`src/rtl/score_life_keeper_if.sv`:
```
// Request and status bundle between the game controller and the score/life keeper.
// The controller drives requests through master; the keeper sits on slave.
interface score_life_keeper_if;
    logic        enableAddScore;
    logic        enableRemoveScore;
    logic [0:23] scoreAmount;
    logic        enableAddLife;
    logic        enableRemoveLife;
    logic [0:2]  lifeAmount;
    logic        requestTime;
    logic [0:10] timeLenReq;
    logic        oneSecPulse;
    logic [0:23] score;
    logic [2:0]  lives;
    logic [10:0] timeLeft;
    logic        scoreBusy;
    logic        scoreDropped;
    logic        timeUp;
    logic        gameOver;

    modport master (
        output enableAddScore, enableRemoveScore, scoreAmount,
        output enableAddLife, enableRemoveLife, lifeAmount,
        output requestTime, timeLenReq, oneSecPulse,
        input  score, lives, timeLeft, scoreBusy, scoreDropped, timeUp, gameOver
    );

    modport slave (
        input  enableAddScore, enableRemoveScore, scoreAmount,
        input  enableAddLife, enableRemoveLife, lifeAmount,
        input  requestTime, timeLenReq, oneSecPulse,
        output score, lives, timeLeft, scoreBusy, scoreDropped, timeUp, gameOver
    );
endinterface

```
`src/rtl/score_life_keeper.sv`:
```
// Player score (digit-serial BCD with a one-entry pending buffer), lives and
// countdown timer, plus the sticky game-over indication.
module score_life_keeper #(
    parameter int INIT_LIVES = 3,
    parameter int INIT_TIME  = 300
) (
    input  logic               clk,
    input  logic               resetN,
    score_life_keeper_if.slave bus
);
    localparam int NUM_DIGITS = 6;

    // Element [0] is the least significant digit.
    typedef logic [NUM_DIGITS-1:0][3:0] bcd_t;
    typedef struct packed {
        logic sub;
        bcd_t amt;
    } score_req_t;
    typedef enum logic [1:0] {IDLE, DIGIT, COMMIT} state_t;

    state_t     state_q, state_d;
    score_req_t cur_q, cur_d, pend_q, pend_d;
    logic       pend_vld_q, pend_vld_d;
    bcd_t       score_q, score_d, res_q, res_d;
    logic       carry_q, carry_d;
    logic [2:0] idx_q, idx_d;
    logic       dropped_q, dropped_d;
    logic       game_over_q;
    logic [2:0] lives_q, lives_d;
    logic [10:0] time_q, time_d;
    logic       time_up_q, time_up_d;

    bcd_t       amt_in;
    logic [2:0] life_amt;
    logic [10:0] time_len;
    score_req_t add_req, rem_req;
    logic       add_v, rem_v, start, drop;

    assign amt_in   = bus.scoreAmount;
    assign life_amt = bus.lifeAmount;
    assign time_len = bus.timeLenReq;
    assign add_req  = '{sub: 1'b0, amt: amt_in};
    assign rem_req  = '{sub: 1'b1, amt: amt_in};
    assign add_v    = bus.enableAddScore & ~game_over_q;
    assign rem_v    = bus.enableRemoveScore & ~game_over_q;

    // One BCD digit of the in-flight operation; 5-bit result covers carry and borrow.
    logic [3:0] a_dig, b_dig, d_dig;
    logic [4:0] dsum;
    logic       d_c;
    always_comb begin
        a_dig = score_q[idx_q];
        b_dig = cur_q.amt[idx_q];
        d_c   = 1'b0;
        if (!cur_q.sub) begin
            dsum = {1'b0, a_dig} + {1'b0, b_dig} + {4'd0, carry_q};
            if (dsum > 5'd9) begin
                d_dig = 4'(dsum - 5'd10);
                d_c   = 1'b1;
            end else begin
                d_dig = dsum[3:0];
            end
        end else begin
            dsum = {1'b0, a_dig} - {1'b0, b_dig} - {4'd0, carry_q};
            if (dsum[4]) begin
                d_dig = 4'(dsum + 5'd10);
                d_c   = 1'b1;
            end else begin
                d_dig = dsum[3:0];
            end
        end
    end

    // Arbitration: pending, then add, then remove; first winner starts when idle,
    // the next one takes the pending slot, anything left is dropped.
    always_comb begin
        cur_d      = cur_q;
        pend_d     = pend_q;
        pend_vld_d = pend_vld_q;
        dropped_d  = dropped_q;
        start      = 1'b0;
        drop       = 1'b0;
        if (state_q == IDLE) begin
            if (pend_vld_q && !game_over_q) begin
                cur_d      = pend_q;
                start      = 1'b1;
                pend_vld_d = 1'b0;
                if (add_v) begin
                    pend_d     = add_req;
                    pend_vld_d = 1'b1;
                    drop       = rem_v;
                end else if (rem_v) begin
                    pend_d     = rem_req;
                    pend_vld_d = 1'b1;
                end
            end else if (add_v) begin
                cur_d = add_req;
                start = 1'b1;
                if (rem_v) begin
                    pend_d     = rem_req;
                    pend_vld_d = 1'b1;
                end
            end else if (rem_v) begin
                cur_d = rem_req;
                start = 1'b1;
            end
        end else begin
            if (add_v) begin
                if (!pend_vld_q) begin
                    pend_d     = add_req;
                    pend_vld_d = 1'b1;
                    drop       = rem_v;
                end else begin
                    drop = 1'b1;
                end
            end else if (rem_v) begin
                if (!pend_vld_q) begin
                    pend_d     = rem_req;
                    pend_vld_d = 1'b1;
                end else begin
                    drop = 1'b1;
                end
            end
        end
        if (game_over_q) pend_vld_d = 1'b0;
        if (drop) dropped_d = 1'b1;
    end

    always_comb begin
        state_d = state_q;
        res_d   = res_q;
        carry_d = carry_q;
        idx_d   = idx_q;
        score_d = score_q;
        case (state_q)
            IDLE: begin
                if (start) begin
                    state_d = DIGIT;
                    carry_d = 1'b0;
                    idx_d   = 3'd0;
                end
            end
            DIGIT: begin
                res_d[idx_q] = d_dig;
                carry_d      = d_c;
                idx_d        = idx_q + 3'd1;
                if (idx_q == 3'(NUM_DIGITS - 1)) state_d = COMMIT;
            end
            COMMIT: begin
                state_d = IDLE;
                if (carry_q) score_d = cur_q.sub ? '0 : {NUM_DIGITS{4'd9}};
                else         score_d = res_q;
            end
            default: state_d = IDLE;
        endcase
    end

    logic [3:0]  life_add;
    logic [11:0] t_add;
    logic [10:0] t_sat;
    always_comb begin
        life_add = {1'b0, lives_q} + {1'b0, life_amt};
        lives_d  = lives_q;
        if (!game_over_q && bus.enableAddLife && !bus.enableRemoveLife)
            lives_d = life_add[3] ? 3'd7 : life_add[2:0];
        else if (!game_over_q && bus.enableRemoveLife && !bus.enableAddLife)
            lives_d = (life_amt > lives_q) ? 3'd0 : lives_q - life_amt;

        // Ticks keep counting after game over; only requests are frozen.
        t_add     = {1'b0, time_q} + ((bus.requestTime && !game_over_q) ? {1'b0, time_len} : 12'd0);
        t_sat     = t_add[11] ? 11'd2047 : t_add[10:0];
        time_d    = (bus.oneSecPulse && t_sat != 11'd0) ? t_sat - 11'd1 : t_sat;
        time_up_d = bus.oneSecPulse && (time_q == 11'd1) && (time_d == 11'd0);
    end

    always_ff @(posedge clk) begin
        if (!resetN) begin
            state_q     <= IDLE;
            cur_q       <= '0;
            pend_q      <= '0;
            pend_vld_q  <= 1'b0;
            score_q     <= '0;
            res_q       <= '0;
            carry_q     <= 1'b0;
            idx_q       <= 3'd0;
            dropped_q   <= 1'b0;
            game_over_q <= 1'b0;
            lives_q     <= 3'(INIT_LIVES);
            time_q      <= 11'(INIT_TIME);
            time_up_q   <= 1'b0;
        end else begin
            state_q     <= state_d;
            cur_q       <= cur_d;
            pend_q      <= pend_d;
            pend_vld_q  <= pend_vld_d;
            score_q     <= score_d;
            res_q       <= res_d;
            carry_q     <= carry_d;
            idx_q       <= idx_d;
            dropped_q   <= dropped_d;
            game_over_q <= game_over_q | (lives_q == 3'd0) | (time_q == 11'd0);
            lives_q     <= lives_d;
            time_q      <= time_d;
            time_up_q   <= time_up_d;
        end
    end

    assign bus.score        = score_q;
    assign bus.lives        = lives_q;
    assign bus.timeLeft     = time_q;
    assign bus.scoreBusy    = (state_q != IDLE);
    assign bus.scoreDropped = dropped_q;
    assign bus.timeUp       = time_up_q;
    assign bus.gameOver     = game_over_q;
endmodule

```
`src/flat_wrapper.sv`:
```
// flat-port wrapper written by rule: the top's interface ports become plain ports
module score_life_keeper_flat 
#(
    parameter int INIT_LIVES = 3,
    parameter int INIT_TIME  = 300
)
  (clk, resetN, bus_enableAddScore, bus_enableRemoveScore, bus_scoreAmount, bus_enableAddLife, bus_enableRemoveLife, bus_lifeAmount, bus_requestTime, bus_timeLenReq, bus_oneSecPulse, bus_score, bus_lives, bus_timeLeft, bus_scoreBusy, bus_scoreDropped, bus_timeUp, bus_gameOver);
  score_life_keeper_if bus_i ();
  input  logic clk;
  input  logic resetN;
  input wire logic [$bits(bus_i.enableAddScore)-1:0] bus_enableAddScore;
  input wire logic [$bits(bus_i.enableRemoveScore)-1:0] bus_enableRemoveScore;
  input wire logic [$bits(bus_i.scoreAmount)-1:0] bus_scoreAmount;
  input wire logic [$bits(bus_i.enableAddLife)-1:0] bus_enableAddLife;
  input wire logic [$bits(bus_i.enableRemoveLife)-1:0] bus_enableRemoveLife;
  input wire logic [$bits(bus_i.lifeAmount)-1:0] bus_lifeAmount;
  input wire logic [$bits(bus_i.requestTime)-1:0] bus_requestTime;
  input wire logic [$bits(bus_i.timeLenReq)-1:0] bus_timeLenReq;
  input wire logic [$bits(bus_i.oneSecPulse)-1:0] bus_oneSecPulse;
  output wire logic [$bits(bus_i.score)-1:0] bus_score;
  output wire logic [$bits(bus_i.lives)-1:0] bus_lives;
  output wire logic [$bits(bus_i.timeLeft)-1:0] bus_timeLeft;
  output wire logic [$bits(bus_i.scoreBusy)-1:0] bus_scoreBusy;
  output wire logic [$bits(bus_i.scoreDropped)-1:0] bus_scoreDropped;
  output wire logic [$bits(bus_i.timeUp)-1:0] bus_timeUp;
  output wire logic [$bits(bus_i.gameOver)-1:0] bus_gameOver;
  assign bus_i.enableAddScore = bus_enableAddScore;
  assign bus_i.enableRemoveScore = bus_enableRemoveScore;
  assign bus_i.scoreAmount = bus_scoreAmount;
  assign bus_i.enableAddLife = bus_enableAddLife;
  assign bus_i.enableRemoveLife = bus_enableRemoveLife;
  assign bus_i.lifeAmount = bus_lifeAmount;
  assign bus_i.requestTime = bus_requestTime;
  assign bus_i.timeLenReq = bus_timeLenReq;
  assign bus_i.oneSecPulse = bus_oneSecPulse;
  assign bus_score = bus_i.score;
  assign bus_lives = bus_i.lives;
  assign bus_timeLeft = bus_i.timeLeft;
  assign bus_scoreBusy = bus_i.scoreBusy;
  assign bus_scoreDropped = bus_i.scoreDropped;
  assign bus_timeUp = bus_i.timeUp;
  assign bus_gameOver = bus_i.gameOver;
  score_life_keeper #(.INIT_LIVES(INIT_LIVES), .INIT_TIME(INIT_TIME)) u_core (.clk(clk), .resetN(resetN), .bus(bus_i));
endmodule
```
`config.mk`:
```
export PLATFORM = sky130hd
export DESIGN_NAME = score_life_keeper_flat
export DESIGN_NICKNAME = d
export VERILOG_FILES = /design/src/rtl/score_life_keeper_if.sv /design/src/rtl/score_life_keeper.sv /design/src/flat_wrapper.sv
export SDC_FILE = /design/constraint.sdc
export NUM_CORES = 1
export LEC_CHECK = 0
export CAP_MARGIN = 20
export CELL_PAD_IN_SITES_DETAIL_PLACEMENT = 1
export CELL_PAD_IN_SITES_GLOBAL_PLACEMENT = 1
export CORE_ASPECT_RATIO = 1.25
export CORE_MARGIN = 2
export CORE_UTILIZATION = 30
export DETAILED_ROUTE_END_ITERATION = 8
export PLACE_DENSITY = 0.68
export SLEW_MARGIN = 20
export SYNTH_ARGS = -nofsm -noshare
export SYNTH_HDL_FRONTEND = slang
export SYNTH_SLANG_ARGS = --single-unit
export TNS_END_PERCENT = 20
```
`constraint.sdc`:
```
create_clock -name clk -period 6 [get_ports clk]
set_input_delay 1.2 -clock clk [delete_from_list [all_inputs] [get_ports clk]]
set_output_delay 1.2 -clock clk [all_outputs]
set_load 0.03 [all_outputs]
```
==> flow_results.xml <==
<?xml version="1.0" encoding="UTF-8"?>
<metrics>
  <group name="status">
    <metric name="status" unit="">completed</metric>
  </group>
  <group name="sta">
    <metric name="slew-limit-headroom" unit="">0.318</metric>
    <metric name="finalHoldWorstSlack" unit="ns">0.477</metric>
    <metric name="fmaxAchievable" unit="MHz">189</metric>
    <metric name="clock_skew" unit="ns">0.00746</metric>
    <metric name="final.setup.tns" unit="ns">0</metric>
    <metric name="post-route-min-period" unit="ns">5.29</metric>
    <metric name="hold_violations_final" unit="">0</metric>
    <metric name="final-max-slew-violation-count" unit="">0</metric>
    <metric name="timing.final.crit_share" unit="">0.882</metric>
    <metric name="final.setup.worst_slack" unit="ns">0.707</metric>
    <metric name="worst_slew_pin_tran" unit="ns">1.02</metric>
    <metric name="rsz_0062_raised_after_global_routing" unit="">false</metric>
    <metric name="timing.final.setup_violations" unit="">0</metric>
  </group>
  <group name="critical_path">
    <metric name="worst_setup_ep_type" unit="">flip-flop</metric>
    <metric name="type_of_the_worst_setup_path" unit="">in2reg</metric>
    <metric name="crit_arrival" unit="ns">5.62</metric>
    <metric name="timing.critical_path.required" unit="ns">6.32</metric>
    <metric name="worst-path-max-fanout" unit="">9</metric>
    <metric name="timing.critical_path.from_type" unit="">input port</metric>
  </group>
  <group name="grt">
    <metric name="grt_pass1_wl" unit="um">31200</metric>
    <metric name="grt_antenna_before_repair" unit="">0</metric>
    <metric name="remaining_global_route_overflow" unit="">0</metric>
    <metric name="pin_count_of_the_biggest_net_entering_global_routing" unit="">72</metric>
    <metric name="grt_pass1_vias" unit="">6305</metric>
    <metric name="globalRouteTotalUtil" unit="">0.155</metric>
  </group>
  <group name="pwr">
    <metric name="clkPwrFrac" unit="">0.313</metric>
    <metric name="p_int" unit="mW">2.00</metric>
    <metric name="leakage_power" unit="nW">3.71</metric>
    <metric name="pwr-share-seq" unit="">0.309</metric>
    <metric name="part_of_the_power_in_combinational_logic" unit="">0.379</metric>
    <metric name="power_density" unit="nW/um^2">356</metric>
    <metric name="p_sw_frac" unit="">0.368</metric>
    <metric name="peakVddDrop" unit="V">0.000188</metric>
    <metric name="power.switching" unit="mW">1.17</metric>
    <metric name="power.total" unit="mW">3.17</metric>
  </group>
  <group name="die">
    <metric name="boundaryPins" unit="">88</metric>
    <metric name="core" unit="sq um">23100</metric>
    <metric name="start_util" unit="">0.307</metric>
    <metric name="die_width" unit="um">142</metric>
    <metric name="floorplan_die_area" unit="sq um">24900</metric>
    <metric name="floorplan.rows" unit="">62</metric>
    <metric name="fp.dieH" unit="um">176</metric>
  </group>
  <group name="synthesis">
    <metric name="asyncSetResetFlopFracSynth" unit="">0</metric>
    <metric name="yosysWarnings" unit="">0</metric>
    <metric name="synthesis.nets" unit="">878</metric>
    <metric name="seq_area_frac_synth" unit="">0.344</metric>
    <metric name="postSynth.topFlopCell" unit="">sky130_fd_sc_hd__dfxtp_1</metric>
    <metric name="gate_count_of_the_mapped_netlist" unit="">795</metric>
    <metric name="syn_avg_cell_area" unit="sq um">8.93</metric>
    <metric name="synth.distinct_cells" unit="">65</metric>
    <metric name="number_of_enable_flip_flop_cells_after_synthesis" unit="">0</metric>
    <metric name="synth_area" unit="sq um">7100</metric>
    <metric name="count_of_state_elements_after_synthesis" unit="">122</metric>
  </group>
  <group name="clock_network">
    <metric name="cts-buffers-inserted" unit="">17</metric>
    <metric name="clk-insertion-delay-late" unit="ns">0.42</metric>
    <metric name="cts_post_setup_buffers_inserted" unit="">0</metric>
    <metric name="tritoncts_num_sinks" unit="">122</metric>
    <metric name="cts.root.buffer_cell" unit="">sky130_fd_sc_hd__clkbuf_16</metric>
    <metric name="cts_max_path_buffers" unit="">2</metric>
    <metric name="cts_tree" unit="">done</metric>
    <metric name="cts_resized" unit="">0</metric>
    <metric name="path_clk_slew" unit="ns">0.06</metric>
    <metric name="post_cts_hold_buffer_count" unit="">0</metric>
    <metric name="cts_max_level" unit="">4</metric>
  </group>
  <group name="final_layout">
    <metric name="post_route_cells_drive_above_1_share" unit="">0.0914</metric>
    <metric name="fin_area" unit="sq um">8890</metric>
    <metric name="finish.net_count" unit="">956</metric>
    <metric name="finalNonFillerCells" unit="">1174</metric>
    <metric name="antenna_cells_inserted" unit="">0</metric>
    <metric name="filler_cell_count" unit="">2703</metric>
    <metric name="area_growth" unit="%">25.3</metric>
    <metric name="final_standard_cell_utilization_of_the_core" unit="">0.385</metric>
  </group>
  <group name="route">
    <metric name="initialDrtViolationCount" unit="">206</metric>
    <metric name="vias_per_cell" unit="">5.13</metric>
    <metric name="drt_pass1_iterations" unit="">4</metric>
    <metric name="final_antenna_net_count" unit="">0</metric>
    <metric name="wire_per_inst" unit="um">16.1</metric>
    <metric name="via_count" unit="">6020</metric>
    <metric name="postRouteWirelength" unit="um">19000</metric>
    <metric name="drc_errors" unit="">0</metric>
  </group>
  <group name="placed_design">
    <metric name="dpl.cell_count" unit="">1142</metric>
    <metric name="pre_cts_slack" unit="ns">0.303</metric>
    <metric name="dpl.hpwl" unit="um">13700</metric>
    <metric name="placement.io_buffers" unit="">87</metric>
    <metric name="gp_congestion" unit="">0.845</metric>
    <metric name="post_dp_cell_area" unit="sq um">8320</metric>
  </group>
  <group name="hold_path">
    <metric name="hold_path_class" unit="">reg2reg</metric>
  </group>
  <group name="flow_run">
    <metric name="max-cap-violations" unit="">0</metric>
  </group>
</metrics>
-- layout by cell type, fill, tap and decap left out, types with 6 or more instances in the layout --
| cell | netlist | final |
|---|---|---|
| sky130_fd_sc_hd__buf_4 | 1 | 24 |
| sky130_fd_sc_hd__dfxtp_1 | 122 | 122 |
| sky130_fd_sc_hd__nand2_1 | 100 | 100 |
| sky130_fd_sc_hd__o22ai_1 | 10 | 10 |
| sky130_fd_sc_hd__xor2_1 | 8 | 8 |
| sky130_fd_sc_hd__nor3_1 | 9 | 8 |
| sky130_fd_sc_hd__a21oi_1 | 21 | 21 |
| sky130_fd_sc_hd__mux2i_1 | 82 | 82 |
| sky130_fd_sc_hd__ha_1 | 30 | 30 |
| sky130_fd_sc_hd__xnor2_1 | 11 | 11 |
| sky130_fd_sc_hd__o21a_1 | 10 | 10 |
| sky130_fd_sc_hd__clkbuf_16 | 0 | 17 |
| sky130_fd_sc_hd__nor2_1 | 34 | 34 |
| sky130_fd_sc_hd__o21ai_0 | 15 | 15 |
| sky130_fd_sc_hd__inv_1 | 24 | 24 |
| sky130_fd_sc_hd__o221ai_1 | 7 | 7 |
| sky130_fd_sc_hd__nand2b_1 | 14 | 14 |
| sky130_fd_sc_hd__o211ai_1 | 20 | 20 |
| sky130_fd_sc_hd__nand3_1 | 26 | 26 |
| sky130_fd_sc_hd__fa_1 | 7 | 7 |
| sky130_fd_sc_hd__clkdlybuf4s50_1 | 0 | 86 |
| sky130_fd_sc_hd__nor2b_1 | 49 | 49 |
| sky130_fd_sc_hd__a21boi_0 | 25 | 25 |
| sky130_fd_sc_hd__clkinvlp_4 | 0 | 6 |
| sky130_fd_sc_hd__and2_1 | 18 | 18 |
| sky130_fd_sc_hd__o211a_1 | 32 | 32 |
-- state kept, by name (all words and copies together), names as in the netlist, 2 cells and up --
signal,count
u_core.pend_q,25
u_core.state_q,2
u_core.cur_q,25
u_core.res_q,24
u_core.bus.timeLeft,11
u_core.bus.lives,3
u_core.bus.score,24
u_core.idx_q,3
-- critical path: stages --
cell	delay, ns
sky130_fd_sc_hd__clkdlybuf4s50_1	0.45
sky130_fd_sc_hd__nor2b_1	0.19
sky130_fd_sc_hd__buf_4	0.18
sky130_fd_sc_hd__and2_1	0.13
sky130_fd_sc_hd__ha_1	0.28
sky130_fd_sc_hd__a211oi_1	0.36
sky130_fd_sc_hd__or2_1	0.20
sky130_fd_sc_hd__o21ai_1	0.11
sky130_fd_sc_hd__o21a_1	0.22
sky130_fd_sc_hd__nor2_1	0.13
sky130_fd_sc_hd__ha_1	0.20
sky130_fd_sc_hd__nand2_1	0.10
sky130_fd_sc_hd__nor4_4	0.36
sky130_fd_sc_hd__nand4b_4	0.13
sky130_fd_sc_hd__buf_4	0.18
sky130_fd_sc_hd__a221oi_2	0.28
sky130_fd_sc_hd__nand4b_1	0.14
sky130_fd_sc_hd__or4_1	0.51
sky130_fd_sc_hd__nor4_1	0.27
-- power groups by stage --
| stage | combinational, mW | clock (mW) | sequential [mW] |
|---|---|---|---|
| 5_1_grt | 1.32 | 1.05 | 0.991 |
| 6_report | 1.20 | 0.990 | 0.979 |
| 3_3_place_gp | 1.19 | 0 | 0.995 |
| 4_1_cts | 1.21 | 1.02 | 0.979 |
| 3_5_place_dp | 1.21 | 0 | 0.997 |
| 2_1_floorplan | 0.821 | 0 | 1.02 |
-- cells by family (layout without fill, tap and decap cells) --
logic type	count (synthesis)	after routing	share of synthesized area
multiplexers	87	87	0.124
buffers and inverters	75	166	0.0412
adder cells (fa/ha/maj)	37	37	0.0726
flip-flops	122	122	0.344
XOR/XNOR	21	21	0.0280
AO/OA/AOI/OAI	177	177	0.192
AND/OR/NAND/NOR	276	276	0.198
-- area by class of cell --
class	count	area, sq um	share of cell area
clock inverter	13	120	0.0135
sequential	122	2440	0.275
multi-input combinational	598	4390	0.493
tap	288	360	0.0405
inverter	24	90.1	0.0101
clock buffer	19	453	0.0509
timing repair buffer	110	1040	0.117
-- final timing paths --
check / from / end / slack, ns / cells past startpoint
max: bus_requestTime / u_core.bus.timeUp$_SDFF_PN0_ / 0.71 / 19
min: u_core.bus.scoreDropped$_SDFFE_PN0P_ / u_core.bus.scoreDropped$_SDFFE_PN0P_ / 0.48 / 1
max reg2reg: u_core.idx_q[1]$_SDFFE_PN0P_ / u_core.res_q[17]$_SDFFE_PN0P_ / 1.13 / 14
min reg2reg: u_core.bus.scoreDropped$_SDFFE_PN0P_ / u_core.bus.scoreDropped$_SDFFE_PN0P_ / 0.48 / 1
-- cells in the mapped netlist, drive strengths merged, types with 21 or more instances --
cell type  instances  area, sq um
a21boi            25          188
inv               24         90.1
mux2i             82          821
dfxtp            122         2440
nand3             26          130
clkbuf            44          165
a21oi             21          105
nor2              34          128
nor2b             49          307
o211a             32          320
ha                30          375
nand2            101          382
-- layer usage --
layer,wire [um],vias to the layer above,global-route usage
met5,0,-,0
met4,239,0,0.0408
met3,431,15,0.0306
met2,9970,81,0.292
met1,8310,2958,0.176
li1,-,2966,-
Power figures use the tool's default switching activity.
==> patch: new RTL, config.mk and constraints unchanged <==
Encoding of `state_t`: now one-hot (3 bits for 3 states).
--- a/src/rtl/score_life_keeper.sv
+++ b/src/rtl/score_life_keeper.sv
@@ -16,7 +16,7 @@
         logic sub;
         bcd_t amt;
     } score_req_t;
-    typedef enum logic [1:0] {IDLE, DIGIT, COMMIT} state_t;
+    typedef enum logic [2:0] {IDLE = 3'b001, DIGIT = 3'b010, COMMIT = 3'b100} state_t;
 
     state_t     state_q, state_d;
     score_req_t cur_q, cur_d, pend_q, pend_d;
Formal check against the unedited RTL: same outputs for any inputs over 4 cycles, from zero or initial values and one cycle with resetN low; so few cycles prove little.
==> patch against the original RTL <==
- setup slack better by 0.28 ns
- critical endpoint unchanged
- cell area decreased by 1.9%
- synthesized cell count is 5.3% higher
- sequential cell count grew 1
- synthesized area fell by 0.93%
- hold slack worse by 0.0059 ns
- wire length is 5.9% higher
- highest routed layer unchanged
- total power increased by 8.5%
- maximum frequency increased by 5.7%
==> patch: results (changes against the original RTL) <==
| Metric | Value |
|---|---|
| Count of cell types in the netlist | 76 (was 65) |
| Synth top area cells | dfxtp_1 35%, mux2i_1 12%, nor2_1 6.4% (was dfxtp_1 34%, mux2i_1 12%, ha_1 5.3%) |
| CP startpoint | bus_requestTime (unchanged) |
| P_leak | 3.52 nW (was 3.71 nW) |
| Clock skew | 0.0141 ns (was 0.00746 ns) |
| CP peak stage delay | 0.48 ns (was 0.51 ns) |
| Min-delay src | u_core.bus.score[12] (was u_core.bus.scoreDropped) |
| Xor/xnor cell area share of the yosys netlist | 2.22% (was 2.80%) |
| CTS Buf Count | 17 (unchanged) |
| Cell at the slowest stage of the critical path | nor2b_1 (was or4_1) |
| Worst-margin pin slew | 1.00 ns (was 1.02 ns) |
| Antenna violations before repair | 0 (unchanged) |
| Peak VDD IR | 0.203 mV (was 0.188 mV) |
| Post-Synth Adder-Cell Area | 7.33% (was 7.26%) |
| Mux contribution to synthesized area | 12.5% (was 12.4%) |
| Final Wtd Congestion | 0.888 (was 0.845) |
| Count leader, synth | dfxtp_1 (unchanged) |
| # port buffers | 87 (unchanged) |
| Number of global-route vias before repair | 6344 (was 6305) |
| Ant diodes | 0 (unchanged) |
| Layout Nets | 984 (was 956) |
| Initial DRC Count | 208 (was 206) |
| Reg-to-Reg Start | u_core.idx_q[1] (unchanged) |
| Hold Crit Depth | 2 (was 1) |
| Post-CTS setup buffers | 0 (unchanged) |
| Status | completed (unchanged) |
| Pin count of the biggest net entering global routing | 59 (was 72) |
| Hpwl dp | 14.3 mm (was 13.7 mm) |
| Hold_ws | 0.471 ns (was 0.477 ns) |
| Register-to-Register Path Depth | 15 (was 14) |
| Routed vias/inst | 5.11 (was 5.13) |
| Post-synth top cells | 123 x dfxtp_1, 119 x nor2_1, 88 x nand2_1 (was 122 x dfxtp_1, 100 x nand2_1, 82 x mux2i_1) |
| Share of cells above drive strength 1 | 8.64% (was 9.14%) |
| R2R Setup Slk | 1.08 ns (was 1.13 ns) |
| R2r endpoint | u_core.res_q[2] (was u_core.res_q[17]) |
| Drt pass-1 iters | 6 (was 4) |
| Hold endpoint | u_core.bus.score[12] (was u_core.bus.scoreDropped) |
| Syn_nets | 920 (was 878) |
| CTS H-tree lvls | 4 (unchanged) |
| Routed wire length | 20.1 mm (was 19.0 mm) |
| CP Max Fanout | 13 (was 9) |
| Compound-cell area share of the yosys netlist | 17.3% (was 19.2%) |
| First-pass GRT wire length | 32.8 mm (was 31.2 mm) |
| Total Routing Usage GR | 16.7% (was 15.5%) |
| Seq/Total Area, Yosys | 35.0% (was 34.4%) |
[patch: logic make-up after synthesis]
kind of cell             Yosys count
AND/OR/NAND/NOR                  313
AO/OA/AOI/OAI                    178
flip-flops                       123
multiplexers                      87
buffers and inverters             82
adder cells (fa/ha/maj)           37
XOR/XNOR                          17
[patch: power by group]
part,internal [mW],total [mW],leakage (nW),switching (mW)
Combinational,0.573,1.39,2.22,0.817
Clock,0.620,1.03,0.287,0.408
Sequential,0.923,1.02,1.01,0.0980
Total,2.12,3.44,3.52,1.32
[patch: cell type report]
class                           count  area (um2)
Clock inverter                     15         166
Timing Repair Buffer               97         946
Clock buffer                       17         425
Fill cell                        2710       14300
Sequential cell                   123        2460
Multi-Input combinational cell    632        4250
Tap cell                          288         360
Inverter                           30         114
[patch: how the worst max path moves through the flow]
stage,to,slack [ns]
after CTS,u_core.res_q[2],0.95
after floorplan,u_core.bus.timeUp,1.67
after global placement,u_core.bus.timeUp,0.74
final,u_core.bus.timeUp,0.99
after global routing,u_core.bus.timeUp,0.63
after detailed placement,u_core.bus.timeUp,0.55
[patch: metal layers]
metal	vias up	GRT usage [%]	wire length, um
met1	2963	19.0	8550
met5	-	0	0
met2	87	31.2	10600
li1	3075	-	-
met4	0	5.00	242
met3	17	3.23	699
[patch: worst min-delay path, cell delays in order, from the launching register on]
cell and delay, ns:
dfxtp_1 0.32, nand2_1 0.06, a21oi_1 0.05
[patch: stage by stage]
stage	cell area, um2	setup slack [ns]	instances	total power, mW
floorplan	7030	1.67	837	2.05
global placement	8140	0.736	1170	2.40
detailed placement	8140	0.545	1170	2.42
CTS	8730	0.950	1202	3.48
global route	8730	0.629	1202	3.68
finish	8730	0.990	1202	3.44
